`src/rtl/rf_seq_pkg.sv`:
```
`default_nettype none
// ============================================================================
// Module      : rf_seq_pkg
// Description : Shared definitions for the register-file operation sequencer:
//               default data/address widths, opcode encoding and FSM states.
// Revision    : 1.0 - initial release
// ============================================================================
package rf_seq_pkg;

  localparam int c_DATA_W = 8;
  localparam int c_ADDR_W = 3;

  typedef enum logic [2:0] {
    OP_ADD = 3'b000,
    OP_SUB = 3'b001,
    OP_AND = 3'b010,
    OP_OR  = 3'b011,
    OP_XOR = 3'b100,
    OP_LDI = 3'b101,
    OP_MOV = 3'b110,
    OP_NOP = 3'b111
  } op_e;

  typedef enum logic [1:0] {
    S_IDLE  = 2'd0,
    S_READ  = 2'd1,
    S_EXEC  = 2'd2,
    S_WRITE = 2'd3
  } state_e;

endpackage : rf_seq_pkg
`default_nettype wire

```
`src/rtl/rf_alu.sv`:
```
`default_nettype none
// ============================================================================
// Module      : rf_alu
// Description : Purely combinational ALU for the register-file sequencer.
//               Produces the result, a write-enable (low for NOP) and, when
//               the RF_SEQ_FLAGS_EN macro is defined, a carry/borrow output.
// Ports       : op     - operation code
//               a, b   - register operands
//               imm    - immediate for LDI
//               result - operation result (modulo 2^DATA_W)
//               wr_en  - result should be written back
//               carry  - carry-out (ADD) / borrow (SUB); RF_SEQ_FLAGS_EN only
// Revision    : 1.0 - initial release
// ============================================================================
module rf_alu
  import rf_seq_pkg::*;
#(
  parameter int DATA_W = c_DATA_W
) (
  input  op_e               op,
  input  logic [DATA_W-1:0] a,
  input  logic [DATA_W-1:0] b,
  input  logic [DATA_W-1:0] imm,
  output logic [DATA_W-1:0] result,
`ifdef RF_SEQ_FLAGS_EN
  output logic              carry,
`endif
  output logic              wr_en
);

  always_comb begin
    result = '0;
    wr_en  = 1'b1;
`ifdef RF_SEQ_FLAGS_EN
    carry  = 1'b0;
`endif
    case (op)
`ifdef RF_SEQ_FLAGS_EN
      // One extra bit captures carry-out; for SUB it is set exactly when a < b.
      OP_ADD: {carry, result} = {1'b0, a} + {1'b0, b};
      OP_SUB: {carry, result} = {1'b0, a} - {1'b0, b};
`else
      OP_ADD: result = a + b;
      OP_SUB: result = a - b;
`endif
      OP_AND: result = a & b;
      OP_OR:  result = a | b;
      OP_XOR: result = a ^ b;
      OP_LDI: result = imm;
      OP_MOV: result = a;
      OP_NOP: wr_en  = 1'b0;
      default: wr_en = 1'b0;
    endcase
  end

endmodule : rf_alu
`default_nettype wire

```
`src/rtl/rf_op_sequencer.sv`:
```
`default_nettype none
// ============================================================================
// Module      : rf_op_sequencer
// Description : Issues one register-to-register operation at a time to a
//               downstream 8x8 register file with registered reads. Each
//               instruction runs IDLE -> READ -> EXEC -> WRITE, so read and
//               write strobes are never active together.
//               Optional feature macro: RF_SEQ_FLAGS_EN (zero/carry flags).
// Ports       : clk, rst_n            - clock, async active-low reset
//               instr_valid/ready     - instruction handshake
//               op, rd, rs1, rs2, imm - instruction fields
//               rf_read, rf_rp1/2     - register file read strobe/addresses
//               rf_out1/2             - registered read data from the file
//               rf_write, rf_wp,
//               rf_wdata              - register file write port
//               done                  - one-cycle pulse after write-back
//               flag_z, flag_c        - flags of last completed operation
// Revision    : 1.0 - initial release
// ============================================================================
module rf_op_sequencer
  import rf_seq_pkg::*;
#(
  parameter int DATA_W = c_DATA_W,
  parameter int ADDR_W = c_ADDR_W
) (
  input  logic              clk,
  input  logic              rst_n,
  input  logic              instr_valid,
  output logic              instr_ready,
  input  logic [2:0]        op,
  input  logic [ADDR_W-1:0] rd,
  input  logic [ADDR_W-1:0] rs1,
  input  logic [ADDR_W-1:0] rs2,
  input  logic [DATA_W-1:0] imm,
  output logic              rf_read,
  output logic              rf_write,
  output logic [ADDR_W-1:0] rf_rp1,
  output logic [ADDR_W-1:0] rf_rp2,
  output logic [ADDR_W-1:0] rf_wp,
  output logic [DATA_W-1:0] rf_wdata,
  input  logic [DATA_W-1:0] rf_out1,
  input  logic [DATA_W-1:0] rf_out2,
  output logic              done,
  output logic              flag_z,
  output logic              flag_c
);

  state_e            r_state;
  op_e               r_op;
  logic [ADDR_W-1:0] r_rd;
  logic [ADDR_W-1:0] r_rs1;
  logic [ADDR_W-1:0] r_rs2;
  logic [DATA_W-1:0] r_imm;
  logic [DATA_W-1:0] r_result;
  logic              r_wen;
  logic              r_done;

  logic [DATA_W-1:0] w_result;
  logic              w_wen;
`ifdef RF_SEQ_FLAGS_EN
  logic              w_carry;
  logic              r_flag_z;
  logic              r_flag_c;
`endif

  rf_alu #(
    .DATA_W (DATA_W)
  ) u_alu (
    .op     (r_op),
    .a      (rf_out1),
    .b      (rf_out2),
    .imm    (r_imm),
    .result (w_result),
`ifdef RF_SEQ_FLAGS_EN
    .carry  (w_carry),
`endif
    .wr_en  (w_wen)
  );

  always_ff @(posedge clk or negedge rst_n) begin
    if (!rst_n) begin
      r_state  <= S_IDLE;
      r_op     <= OP_ADD;
      r_rd     <= '0;
      r_rs1    <= '0;
      r_rs2    <= '0;
      r_imm    <= '0;
      r_result <= '0;
      r_wen    <= 1'b0;
      r_done   <= 1'b0;
`ifdef RF_SEQ_FLAGS_EN
      r_flag_z <= 1'b0;
      r_flag_c <= 1'b0;
`endif
    end else begin
      r_done <= 1'b0;
      case (r_state)
        S_IDLE: begin
          if (instr_valid) begin
            r_op    <= op_e'(op);
            r_rd    <= rd;
            r_rs1   <= rs1;
            r_rs2   <= rs2;
            r_imm   <= imm;
            r_state <= S_READ;
          end
        end
        S_READ: begin
          r_state <= S_EXEC;
        end
        S_EXEC: begin
          // Operands from the file's registered read are valid this cycle.
          r_result <= w_result;
          r_wen    <= w_wen;
`ifdef RF_SEQ_FLAGS_EN
          // NOP (no write-back) leaves the flags of the previous operation.
          if (w_wen) begin
            r_flag_z <= (w_result == '0);
            r_flag_c <= w_carry;
          end
`endif
          r_state <= S_WRITE;
        end
        S_WRITE: begin
          r_done  <= 1'b1;
          r_state <= S_IDLE;
        end
        default: begin
          r_state <= S_IDLE;
        end
      endcase
    end
  end

  // Strobes decode from state; READ and WRITE are distinct states, so the
  // file's read-priority rule never gets a chance to drop a write.
  assign instr_ready = (r_state == S_IDLE);
  assign rf_read     = (r_state == S_READ);
  assign rf_write    = (r_state == S_WRITE) && r_wen;
  assign rf_rp1      = r_rs1;
  assign rf_rp2      = r_rs2;
  assign rf_wp       = r_rd;
  assign rf_wdata    = r_result;
  assign done        = r_done;

`ifdef RF_SEQ_FLAGS_EN
  assign flag_z = r_flag_z;
  assign flag_c = r_flag_c;
`else
  assign flag_z = 1'b0;
  assign flag_c = 1'b0;
`endif

endmodule : rf_op_sequencer
`default_nettype wire

```
`config.mk`:
```
export PLATFORM = sky130hd
export DESIGN_NAME = rf_op_sequencer
export DESIGN_NICKNAME = d
export VERILOG_FILES = /design/src/rtl/rf_seq_pkg.sv /design/src/rtl/rf_alu.sv /design/src/rtl/rf_op_sequencer.sv
export SDC_FILE = /design/constraint.sdc
export NUM_CORES = 1
export LEC_CHECK = 0
export ABC_CLOCK_PERIOD_IN_PS = 3700
export CORE_MARGIN = 2
export CORE_UTILIZATION = 35
export DETAILED_ROUTE_END_ITERATION = 8
export GPL_ROUTABILITY_DRIVEN = 0
export PLACE_DENSITY = 0.66
export SLEW_MARGIN = 20
export SYNTH_ARGS = -nofsm -noshare
export SYNTH_HDL_FRONTEND = slang
export SYNTH_SLANG_ARGS = --single-unit
```
`constraint.sdc`:
```
create_clock -name clk -period 3.7 [get_ports clk]
set_input_delay 0.74 -clock clk [delete_from_list [all_inputs] [get_ports clk]]
set_output_delay 0.74 -clock clk [all_outputs]
set_load 0.05 [all_outputs]
```
**Word-level counts from Yosys, hierarchy flattened**

Cells that the tools add are included.

- Bits in registers: 32
- Bits in latches: 0
- Memory bits (writable): 0
- Bits in read-only memories: 0
- Bits of input ports: 39
- Output and inout bits: 23
- Word-level logic and storage cells: 34
- Memories: 0

- Add/subtract/negate cells: 2
- $mul: 0
- Div/mod/pow operators: 0
- $lt $le $gt $ge: 0
- Eq/ne operators: 11
- Shift-type cells: 0
- Multiplexer cells: 5
- Bitwise logic cells: 3
- Reductions and logical operators: 4

Operator list:

| cell | count |
|---|---|
| $pmux W8 S7 | 1 |
| $eq A3 B3 Y1 const B | 4 |
| $add A8 B8 Y8 | 1 |
| $and A8 B8 Y8 | 1 |
| $or A8 B8 Y8 | 1 |
| $pmux W2 S4 | 1 |
| $sub A8 B8 Y8 | 1 |
| $xor A8 B8 Y8 | 1 |
| $eq A3 B2 Y1 const B | 2 |
| $eq A2 B2 Y1 const B | 2 |
| $eq A3 B1 Y1 const B | 1 |
| $logic_not A3 Y1 | 1 |
| $eq A2 B1 Y1 const B | 1 |
| $logic_not A2 Y1 | 1 |
| $mux W1 | 2 |
| $mux W2 | 1 |
| $ne A2 B2 Y1 const B | 1 |
| $reduce_and A2 Y1 | 1 |
| $logic_and A1 B1 Y1 | 1 |

**Longest topological paths before layout**

- Depth in word-level cells: 2
- Gate-level depth with buffers: 10
- Gate-level depth less buffers: 10

**Hierarchy**

From an unflattened synthesis, not the netlist that was laid out.

- Cell total of the unflattened synthesis: 226
- Area, all modules: 2464.9 sq um

Modules (own cells, without submodules):

| module | instances | cells an instance | area an instance (sq um) | sequential area each (sq um) |
|---|---|---|---|---|
| rf_op_sequencer | 1 | 79 | 1358.8 | 800.8 |
| rf_alu | 1 | 147 | 1106.1 | 0.0 |

**Worst setup path after synthesis**

OpenSTA, ideal clock, no wires.

- Kind: input port to flip-flop
- Start: input port rf_out2[0]
- End: register r_result[4] (netlist: rf_wdata[4])
- Setup time: 0.126 ns
- Arrival time: 2.439 ns
- Required time: 3.574 ns
- Slack: 1.135 ns
- Stages on the path: 9
- Path buffers: 0
- Path through: inv_1 ha_1 mux2_2 fa_1 nor2b_1 o21a_1 nor2_1 xnor2_1 a221o_1

- Word-level cells in the longest chain between the ends: 2
- Elaborated cells between the ends (all ways): 3
- Classes of those cells: add/sub (2); mux (1)

Ends and longest elaborated chain:

| element | line | text |
|---|---|---|
| start, declared | rf_op_sequencer.sv:42 | `input logic [DATA_W-1:0] rf_out2,` |
| $sub A8 B8 Y8 / $add A8 B8 Y8 (equally long branches) | rf_alu.sv:44, rf_alu.sv:43 |  |
| $pmux W8 S7 * | rf_alu.sv:37 | `case (op)` |
| end signal, assigned | rf_op_sequencer.sv:113 | `r_result <= w_result;` |
| end, declared | rf_op_sequencer.sv:54 | `logic [DATA_W-1:0] r_result;` |

Mark *: on every way between the ends. The rest lies on a longest branch, timed or not.
A chain may end at the register's enable or synchronous reset.

**Worst setup path in the final report**

Same ends and word-level chain as after synthesis.

==> results.sh <==
export IMPL_status="finished clean"
export IMPL_crit_slowest_cell="clkdlybuf4s50_1"
export IMPL_synth_ff_type="dfrtp_1"
export IMPL_critical_path_endpoint_type="flop"
export IMPL_n_antenna_cell=0
export IMPL_yosysWarnings=0
export IMPL_rows=30
export IMPL_hold_viol=0
export IMPL_p_leak_uw=0.001391
export IMPL_drt_iter0_drc=77
export IMPL_wire_per_inst_um=14.45
export IMPL_crit_required_ps=3870
export IMPL_syn_area_per_cell_um2=9.881
export IMPL_fmax_ghz=0.3342
export IMPL_cts_sinks=32
export IMPL_reg2reg_from="r_op[2]"
export IMPL_holdCritStartpoint="rf_wdata[2]"
export IMPL_drt_total_wl_mm=5.549
export IMPL_cpPeakStageDelay_ps=520
export IMPL_path_buf_inv=2
export IMPL_cp_cell_sequence="clkdlybuf4s50_1, inv_1, ha_1, mux2_2, fa_1, nor2b_1, o21a_1, nor2_1, xnor2_1, a221o_1"
export IMPL_io_pins=62
export IMPL_clk_pin_slew_ps=70
export IMPL_initial_core_util=0.3588
export IMPL_timing_final_crit_share=0.8086
export IMPL_grt_max_degree=33
export IMPL_first_global_vias=1891
export IMPL_cts_inserted_buffers=5
export IMPL_cts_path_max_buffers=2
export IMPL_ctsResizeCount=0
export IMPL_area_delta_synth_final_pct=31.60
export IMPL_p_seq_frac=0.234
export IMPL_cts_tree="done"
export IMPL_power_frac_comb=0.645
export IMPL_relSlewSlack=0.4462
export IMPL_dp_hpwl_mm=4.225
export IMPL_p_per_area_nw_per_um2=852.9
export IMPL_holdBufCountCts=0
export IMPL_die_h_um=87
export IMPL_synth_cell_types=46
export IMPL_finalSetupViolations=0
export IMPL_synthCells=244
export IMPL_tns_ps=0
export IMPL_drv_cap=0
export IMPL_finalClockSkew_ps=9.887
export IMPL_clock_latency_ps=280
export IMPL_synth_edf_count=0
export IMPL_ir_drop_mv=0.4867
export IMPL_grt_overflow_total=0
export IMPL_power_frac_clock=0.121
export IMPL_power_switching_uw=1255
export IMPL_route_detailed_drc=0
export IMPL_die_w_um=87
export IMPL_via_per_inst=5.148
export IMPL_ys_ff_latch=32
export IMPL_hold_slack_ps=500.1
export IMPL_port_buffers=59
export IMPL_swShare=0.4636
export IMPL_antenna_found_initial=0
export IMPL_cts_root_buf="clkbuf_8"
export IMPL_syn_area_um2=2411
export IMPL_rsz0062_at_grt="false"
export IMPL_drive_above_1_share=0.1447
export IMPL_critPathLaunchType="input port"
export IMPL_die_area_um2=7569
export IMPL_p_int_uw=1452
export IMPL_ant_nets=0
export IMPL_path_max_fanout=4
export IMPL_final_max_slew_viol_count=0
export IMPL_cts_setup_buffers=0
export IMPL_worst_pin_slew_ps=828.6
export IMPL_min_path_type="reg -> reg"
export IMPL_period_needed_ps=2992
export IMPL_crit_type="in -> reg"
export IMPL_track_usage=0.1538
export IMPL_async_flop_share=1.000
export IMPL_startpoint="rf_out2[0]"
export IMPL_htree_num_levels=2
export IMPL_core_um2=6719
export IMPL_dr_pass1_iters=4
export IMPL_synth_seq_area_share=0.3321
export IMPL_arrival_ps=3160
export IMPL_grt_first_pass_wirelength_mm=8.990
export IMPL_nets=371
export IMPL_cp_top_family="adder cells"
export IMPL_vias=1977
## stage by stage
stage	area, um2	instances	power (uW)	setup slack, ps	utilization
final	3173	384	2706	708.2	0.4723
after global routing	3173	384	2890	597.9	0.4723
after CTS	3173	384	2734	705.0	0.4723
after detailed placement	3065	376	2390	426.5	0.4562
after global placement	3065	376	2366	486.3	0.4562
after floorplan	2415	245	1917	1135	-
## cell usage in the layout (no fill, tap or decap), types with 5 or more instances in the layout
cell | synthesis | final
clkdlybuf4s50_1 | 0 | 59
dfrtp_1 | 32 | 32
ha_1 | 28 | 28
mux2_2 | 25 | 25
inv_1 | 24 | 24
nand2_1 | 17 | 17
o21ai_0 | 16 | 16
xnor2_1 | 8 | 8
nor2_1 | 8 | 8
nor3_1 | 7 | 7
nand2b_1 | 7 | 7
a21oi_1 | 7 | 7
clkbuf_8 | 0 | 5
## area by class of cell
| cell class | count | area, um2 |
|---|---|---|
| clock buffer | 6 | 72.57 |
| clock inverter | 2 | 35.03 |
| fill | 638 | 3546 |
| inverter | 24 | 90.09 |
| multi-input combinational | 177 | 1454 |
| sequential | 32 | 800.8 |
| tap | 80 | 100.1 |
| timing repair buffer | 63 | 620.6 |
## synth_stat cells (3+ instances only)
library cell,number,area (um2)
o2bb2ai_1,3,26.28
nand2_1,17,63.81
o21ai_0,16,80.08
a31oi_1,4,25.02
buf_2,8,40.04
o21a_1,3,22.52
nor3_1,7,35.03
nand2b_1,7,43.79
nor2b_1,4,25.02
dfrtp_1,32,800.8
a211oi_1,4,30.03
o211ai_1,3,22.52
nand3_1,3,15.01
mux2i_1,4,40.04
inv_1,24,90.09
mux2_2,25,281.5
ha_1,28,350.3
xnor2_1,8,70.07
nor2_1,8,30.03
a21oi_1,7,35.03
## state kept, by name (all words and copies together), names as in the netlist
| signal | flops |
|---|---|
| done | 1 |
| r_imm | 8 |
| r_op | 3 |
| r_state | 2 |
| r_wen | 1 |
| rf_rp1 | 3 |
| rf_rp2 | 3 |
| rf_wdata | 8 |
| rf_wp | 3 |
## logic make-up after synthesis
| group | count (synthesis) | share of synthesized area |
|---|---|---|
| muxes | 29 | 0.1334 |
| buffers and inverters | 36 | 0.06642 |
| AOI/OAI and AO/OA | 55 | 0.1619 |
| adders and majority gates | 29 | 0.1536 |
| and+or+nand+nor | 52 | 0.1116 |
| xor gates and xnor gates | 10 | 0.03944 |
| other | 1 | 0.001555 |
| DFF | 32 | 0.3321 |
## power by group through the flow
stage	Sequential (uW)	Combinational, uW	Clock [uW]
6_report	633	1750	328
5_1_grt	654	1880	357
4_1_cts	637	1760	339
3_5_place_dp	642	1750	0
3_3_place_gp	637	1730	0
2_1_floorplan	956	962	0
## routing by layer
metal,track usage,up-vias,wire length (um)
met5,0,-,0
met4,0.03267,0,52
met2,0.2380,66,2546
met1,0.2077,939,2560
met3,0.05403,6,390
li1,-,966,-
## worst paths after layout
kind                               end  slack (ps)  cells after the start
max                        rf_wdata[4]         710                     10
min                        rf_wdata[2]         500                      1
max reg2reg                rf_wdata[4]        1190                      8
min reg2reg                rf_wdata[2]         500                      1
max in group asynchronous  rf_wdata[5]        2550                      2
min in group asynchronous  rf_wdata[0]         850                      2
(Power assumes the default switching activity.)
